File: config.mk
export PLATFORM = sky130hd
export DESIGN_NAME = mem_stage_ctrl
export DESIGN_NICKNAME = d
export VERILOG_FILES = /design/src/rtl/cpu_pkg.sv /design/src/rtl/memwb_reg.sv /design/src/rtl/mem_stage_ctrl.sv
export SDC_FILE = /design/constraint.sdc
export NUM_CORES = 1
export LEC_CHECK = 0
export ABC_AREA = 1
export BUFFER_PORTS_ARGS = -buffer_cell sky130_fd_sc_hd__buf_2
export CORE_UTILIZATION = 40
export DETAILED_ROUTE_END_ITERATION = 10
export HOLD_SLACK_MARGIN = 0.15
export PLACE_DENSITY = 0.65
export SLEW_MARGIN = 30
export SYNTH_ARGS = -nofsm -noshare
export SYNTH_HDL_FRONTEND = slang
export SYNTH_SLANG_ARGS = --single-unit
File: constraint.sdc
create_clock -name clk -period 10 [get_ports clk]
set_clock_uncertainty 0.1 [all_clocks]
set_input_delay 2 -clock clk [delete_from_list [all_inputs] [get_ports clk]]
set_output_delay 2 -clock clk [all_outputs]
set_load 0.01 [all_outputs]
File: src/rtl/cpu_pkg.sv
// Shared definitions for the memory stage: FSM state encoding, register index width
// and the default stack-pointer reset value.
package cpu_pkg;

  typedef enum logic {
    IDLE = 1'b0,
    WAIT = 1'b1
  } state_t;

  localparam int REG_IDX_W = 5;
  localparam logic [31:0] STACK_TOP_DEFAULT = 32'hFFFF;

endpackage

File: src/rtl/memwb_reg.sv
// MEM/WB pipeline register. A bubble clears every field so writeback sees a no-op.
import cpu_pkg::*;

module memwb_reg #(
  parameter int DW = 32
) (
  input  logic                 clk,
  input  logic                 rst,
  input  logic                 bubble,
  input  logic                 reg_write,
  input  logic                 mem_to_reg,
  input  logic [REG_IDX_W-1:0] dest_reg,
  input  logic [DW-1:0]        mem_data,
  input  logic [DW-1:0]        alu_data,
  output logic                 wb_reg_write,
  output logic                 wb_mem_to_reg,
  output logic [REG_IDX_W-1:0] wb_dest_reg,
  output logic [DW-1:0]        wb_mem_data,
  output logic [DW-1:0]        wb_alu_data
);

  always_ff @(posedge clk or posedge rst) begin
    if (rst) begin
      wb_reg_write  <= 1'b0;
      wb_mem_to_reg <= 1'b0;
      wb_dest_reg   <= '0;
      wb_mem_data   <= '0;
      wb_alu_data   <= '0;
    end else if (bubble) begin
      wb_reg_write  <= 1'b0;
      wb_mem_to_reg <= 1'b0;
      wb_dest_reg   <= '0;
      wb_mem_data   <= '0;
      wb_alu_data   <= '0;
    end else begin
      wb_reg_write  <= reg_write;
      wb_mem_to_reg <= mem_to_reg;
      wb_dest_reg   <= dest_reg;
      wb_mem_data   <= mem_data;
      wb_alu_data   <= alu_data;
    end
  end

endmodule

File: src/rtl/mem_stage_ctrl.sv
// Memory stage controller: req/ack data-memory handshake, call/ret stack pointer, upstream stall.
// Optional ack-wait timeout with sticky fault flag is enabled by defining MEM_TIMEOUT_EN.
import cpu_pkg::*;

module mem_stage_ctrl #(
  parameter int             AW        = 32,
  parameter int             DW        = 32,
  parameter logic [AW-1:0]  STACK_TOP = AW'(STACK_TOP_DEFAULT),
  parameter int             TIMEOUT   = 16
) (
  input  logic                 clk,
  input  logic                 rst,
  input  logic                 RegWrite_in,
  input  logic                 MemWrite_in,
  input  logic                 MemRead_in,
  input  logic                 MemToReg_in,
  input  logic                 MemSrc_in,
  input  logic                 call_in,
  input  logic                 ret_in,
  input  logic [REG_IDX_W-1:0] DestReg_in,
  input  logic [AW-1:0]        ALU_addr_in,
  input  logic [AW-1:0]        NON_ALU_addr_in,
  input  logic [DW-1:0]        MemWrite_data_in,
  output logic                 stall_out,
  output logic                 mem_req,
  output logic                 mem_we,
  output logic [AW-1:0]        mem_addr,
  output logic [DW-1:0]        mem_wdata,
  input  logic                 mem_ack,
  input  logic [DW-1:0]        mem_rdata,
  output logic                 RegWrite_wb,
  output logic                 MemToReg_wb,
  output logic [REG_IDX_W-1:0] DestReg_wb,
  output logic [DW-1:0]        mem_data_wb,
  output logic [DW-1:0]        alu_data_wb,
  output logic                 mem_fault
);

  localparam logic [AW-1:0] ONE = AW'(1);

  state_t        state, state_next;
  logic [AW-1:0] sp;
  logic          acc, done, stall, bubble, timeout_hit;
  logic [AW-1:0] addr_sel;
  logic [DW-1:0] wb_mem_data;

  assign acc = MemRead_in | MemWrite_in | call_in | ret_in;

  // call outranks ret, and both outrank the MemSrc-selected address
  always_comb begin
    addr_sel = MemSrc_in ? NON_ALU_addr_in : ALU_addr_in;
    if (call_in)
      addr_sel = sp - ONE;
    else if (ret_in)
      addr_sel = sp;
  end

  always_comb begin
    state_next  = state;
    stall       = 1'b0;
    bubble      = 1'b0;
    done        = 1'b0;
    wb_mem_data = '0;
    case (state)
      IDLE: begin
        if (acc) begin
          stall      = 1'b1;
          bubble     = 1'b1;
          state_next = WAIT;
        end
      end
      WAIT: begin
        done = mem_ack | timeout_hit;
        if (done) begin
          state_next  = IDLE;
          wb_mem_data = mem_ack ? mem_rdata : '0;
        end else begin
          stall  = 1'b1;
          bubble = 1'b1;
        end
      end
      default: state_next = IDLE;
    endcase
  end

  // Reset must silence the stall even though it is combinational
  assign stall_out = stall & ~rst;

  always_ff @(posedge clk or posedge rst) begin
    if (rst) begin
      state     <= IDLE;
      mem_req   <= 1'b0;
      mem_we    <= 1'b0;
      mem_addr  <= '0;
      mem_wdata <= '0;
      sp        <= STACK_TOP;
    end else begin
      state <= state_next;
      if (state == IDLE && acc) begin
        mem_req   <= 1'b1;
        mem_we    <= call_in | MemWrite_in;
        mem_addr  <= addr_sel;
        mem_wdata <= MemWrite_data_in;
      end else if (state == WAIT && done) begin
        mem_req <= 1'b0;
        if (call_in)
          sp <= sp - ONE;
        else if (ret_in)
          sp <= sp + ONE;
      end
    end
  end

`ifdef MEM_TIMEOUT_EN
  localparam logic [15:0] TO_LAST = 16'(TIMEOUT - 1);
  logic [15:0] wait_cnt;
  logic        fault;

  assign timeout_hit = (state == WAIT) && (wait_cnt == TO_LAST) && !mem_ack;
  assign mem_fault   = fault;

  always_ff @(posedge clk or posedge rst) begin
    if (rst) begin
      wait_cnt <= '0;
      fault    <= 1'b0;
    end else begin
      if (state == IDLE)
        wait_cnt <= '0;
      else
        wait_cnt <= wait_cnt + 16'd1;
      if (timeout_hit)
        fault <= 1'b1;
    end
  end
`else
  assign timeout_hit = 1'b0;
  assign mem_fault   = 1'b0;
`endif

  memwb_reg #(.DW(DW)) u_memwb (
    .clk           (clk),
    .rst           (rst),
    .bubble        (bubble),
    .reg_write     (RegWrite_in),
    .mem_to_reg    (MemToReg_in),
    .dest_reg      (DestReg_in),
    .mem_data      (wb_mem_data),
    .alu_data      (ALU_addr_in),
    .wb_reg_write  (RegWrite_wb),
    .wb_mem_to_reg (MemToReg_wb),
    .wb_dest_reg   (DestReg_wb),
    .wb_mem_data   (mem_data_wb),
    .wb_alu_data   (alu_data_wb)
  );

endmodule

-- Yosys cells after proc, flatten, opt, wreduce, memory -nomap -nowiden
Index checks and enable logic that the tools add are counted.
- $add $sub $neg: 2
- mux-type cells: 18
- bitwise gates (word level): 8
- reduce and logical (&&, ||, !) cells: 5
- operators with widths (cell ; number):
    $mux 32 ; 9
    $add 32x1->32 const B ; 1
    $sub 32x1->32 const B ; 1
    $mux 1 ; 7
    $mux 5 ; 1
    $or 1x1->1 ; 4
    $reduce_bool 2->1 ; 2
    $not 1->1 ; 3
    $reduce_and 3->1 ; 1
    $logic_and 1x1->1 ; 2
    $pmux 1 s2 ; 1
    $and 1x1->1 ; 1
- register bits: 170
- input bits: 143
- output and inout port bits: 139

-- Logic depth before layout (Yosys ltp)
- word-level depth: 6
- mapped depth: 12

-- Cells and area by module
From an unflattened synthesis, not the netlist that was laid out.
- cell total of the unflattened synthesis: 1304
- area, all modules: 9410.3 um^2
- modules (own cells, without submodules) (module ; times used ; cells each ; area an instance (um^2)):
    mem_stage_ctrl ; 1 ; 1082 ; 7006.7
    memwb_reg ; 1 ; 222 ; 2403.6

-- Worst setup path before layout
Ideal clock, no wire load.
- path kind: input to output
- start: in call_in
- end: out stall_out
- data arrival time: 2638 ps
- required time: 7900 ps
- setup slack: 5262 ps
- stages on the path: 6
- cell sequence: nor2_2 -> nand3_1 -> nand2_1 -> o21ai_1 -> inv_1 -> nor2_1
- cells in the longest elaborated chain, start to end: 5
- ends and longest elaborated chain (element ; line ; source):
    start, declared ; mem_stage_ctrl.sv:18 ; input logic call_in,
    $or 1x1->1 (2 in a row) ; mem_stage_ctrl.sv:47 ; assign acc = MemRead_in | MemWrite_in | call_in | ret_in;
    $mux 1 ; mem_stage_ctrl.sv:66 ; if (acc) begin
    $pmux 1 s2 ; mem_stage_ctrl.sv:64 ; case (state)
    $and 1x1->1 ; mem_stage_ctrl.sv:87 ; assign stall_out = stall & ~rst;
    end, declared ; mem_stage_ctrl.sv:24 ; output logic stall_out,
No other way between the ends.

-- Worst setup path after layout
Ends and elaborated chain as after synthesis.

==> results.md <==
* Overall Global Routing Usage at 0.257
* Post-synthesis area per instance at 7.28 µm²
* Initial drt markers at 651
* Pwr Density at 259 nW/µm²
* Leakage at 6.00 nW
* Worst-path clk slew at 0.08 ns
* Initial Utilization at 0.409
* First drt pass iteration count at 6
* Status: finished clean
* Slew margin rel. at 0.377
* Post-CTS sizing at 0
* Max Fclk at 160 MHz
* Largest net degree at the start of global routing at 91
* Crit share post-route at 0.626
* Synth Warn # at 0
* Final Hold Fails at 0
* Via count at 8754
* TNS Setup at 0 ns
* Clock Tree Buf Depth at 2
* Distinct cells, synth at 36
* Startpoint Class: input port
* Min Tclk post-route at 6.26 ns
* Netlist area before placement at 8950 µm²
* Clk sinks at 170
* Worst slack, placed at 3.72 ns
* Max incr delay on CP at 0.50 ns
* Die Span X at 152 µm
* Maximum vdd ir drop at 164 µV
* First-pass GRT wire length at 44500 µm
* Skew-Pair Late Insertion Delay at 0.44 ns
* Max-slew violations at 0
* Hold WS at 0.376 ns
* Row cnt at 54
* Mapped Nets at 1374
* CTS H-Tree Depth at 4
* Initial antenna violation count at 3
* Worst setup EP type: output port
* # IOs at 282
* DRC Markers at 0
* Hold Buf Count CTS at 0
* Synth Register Bits at 170
* Die Y at 152 µm
* Nets at 1611
* RSZ-0062 raised after global routing: false
* Finish-stage setup viols at 0
* Num CTS Buffers at 17
* EDFF count, synth at 0
* DR WL/cell at 16.3 µm
* Share of layout cells above drive strength 1 at 0.259
* WP data arrival at 4.16 ns
* Fillcell total at 2190
* Core Area at 21900 µm²
* Setup bufs post-CTS at 0
* Async S/R FF share, synth at 1.00
* Vias in the first global route at 8083
* Synth Flop Type: dfrtp_1
* Worst path required time at 7.90 ns
* Buffers on Ports at 280
* Vias/cell at 4.97
* Antenna Violating Nets Remaining at 0
* Area grow syn2layout at 24.0%
* Routability cong. at 0.932
* Finished Core Util at 0.507
* Slew @ Worst Pin at 0.933 ns
* Final wirelength at 28700 µm
* DP Wirelength at 21300 µm
* Hold Crit Class: reg2reg
* CTS tree: yes
* DIE AREA at 23000 µm²
* Kind of critical path: in2out
* Crit-path slowest cell: buf_4
* Critical Path, Cell by Cell: buf_2 > nor2_2 > buf_4 > nand3_1 > nand2_2 > buf_4 > o21ai_4 > inv_1 > nor2_1 > buf_2
* Clk root buf: clkbuf_16
* Commonest non-fill, non-tap cell in the layout: nand2_1
* GR Overflow Total at 0
* Final worst slack at 3.74 ns
* Worst-path maximum fanout at 52
* Most frequent cells in the layout: nand2_1, buf_2, nor2_1
* Sequential share of the synthesized area at 0.478
* Maxcap violations at 0
* Mapped Cells at 1229
## where the power goes
| group | internal [mW] | switching [mW] | total (mW) |
|---|---|---|---|
| registers | 0.934 | 0.162 | 1.10 |
| logic | 0.381 | 0.685 | 1.07 |
| clock network | 0.370 | 0.346 | 0.715 |
| total | 1.68 | 1.19 | 2.88 |
## cell usage after synthesis, drive strengths merged (5+ instances only)
master,instances,share of area
nand2,361,0.15
nor2,227,0.10
dfrtp,154,0.43
inv,142,0.060
a21oi,71,0.040
nand3,66,0.038
o21ai,56,0.032
buf,49,0.033
a31oi,23,0.016
clkbuf,21,0.0088
dfstp,16,0.047
a211oi,12,0.010
a221oi,5,0.0049
o211ai,5,0.0042
## per-stage QoR
| step | std cells | cell area, µm² | power [mW] |
|---|---|---|---|
| after global routing | 1762 | 11100 | 3.06 |
| final | 1762 | 11100 | 2.88 |
| after detailed placement | 1727 | 10500 | 2.17 |
| after global placement | 1725 | 10400 | 2.13 |
| after CTS | 1759 | 11100 | 2.89 |
| after floorplan | 1229 | 8950 | 1.75 |
## final timing paths
path / endpoint / from / depth (start not counted) / slack, ns
hold reg to reg: mem_wdata[12]$_DFFE_PP0P_ / mem_wdata[12]$_DFFE_PP0P_ / 2 / 0.38
setup reg to reg: mem_addr[10]$_DFFE_PP0P_ / state$_DFF_PP0_ / 7 / 7.54
min in group asynchronous: u_memwb.wb_mem_data[27]$_DFF_PP0_ / rst / 2 / 1.62
max in group asynchronous: mem_wdata[20]$_DFFE_PP0P_ / rst / 3 / 6.92
setup / recovery: stall_out / call_in / 10 / 3.74
hold / removal: mem_wdata[12]$_DFFE_PP0P_ / mem_wdata[12]$_DFFE_PP0P_ / 2 / 0.38
## area by class of cell
| type | count | area, µm² | share of cell area |
|---|---|---|---|
| Antenna cell | 3 | 7.51 | 0.000677 |
| Clock buffer | 17 | 425 | 0.0384 |
| Clock inverter | 15 | 208 | 0.0187 |
| Inverter | 142 | 538 | 0.0485 |
| Multi-Input combinational cell | 847 | 3780 | 0.341 |
| Sequential cell | 170 | 4270 | 0.385 |
| Tap cell | 280 | 350 | 0.0316 |
| Timing Repair Buffer | 288 | 1510 | 0.136 |
## kinds of logic (layout without fill, tap and decap cells)
family,count (synthesis),in the layout,share of synthesized area
adder cells (fa/ha/maj),2,2,0.00280
other,1,4,0.000419
AO/OA/AOI/OAI,179,179,0.113
XOR/XNOR,2,2,0.00196
AND/OR/NAND/NOR,663,663,0.303
flip-flops,170,170,0.478
buffers and inverters,212,462,0.101
## worst max-delay path: cells and delay by family
family | cells | cell delay (ns)
AOI/OAI and AO/OA | 1 | 0.23
buffers and inverters | 5 | 1.45
and+or+nand+nor | 4 | 0.44
## layer usage
| layer | wire (µm) | track usage | vias to the layer above |
|---|---|---|---|
| li1 | - | - | 4321 |
| met1 | 12500 | 0.336 | 4075 |
| met2 | 13600 | 0.425 | 319 |
| met3 | 2000 | 0.0536 | 39 |
| met4 | 585 | 0.0802 | 0 |
| met5 | 0 | 0 | - |
(Power assumes the default switching activity.)
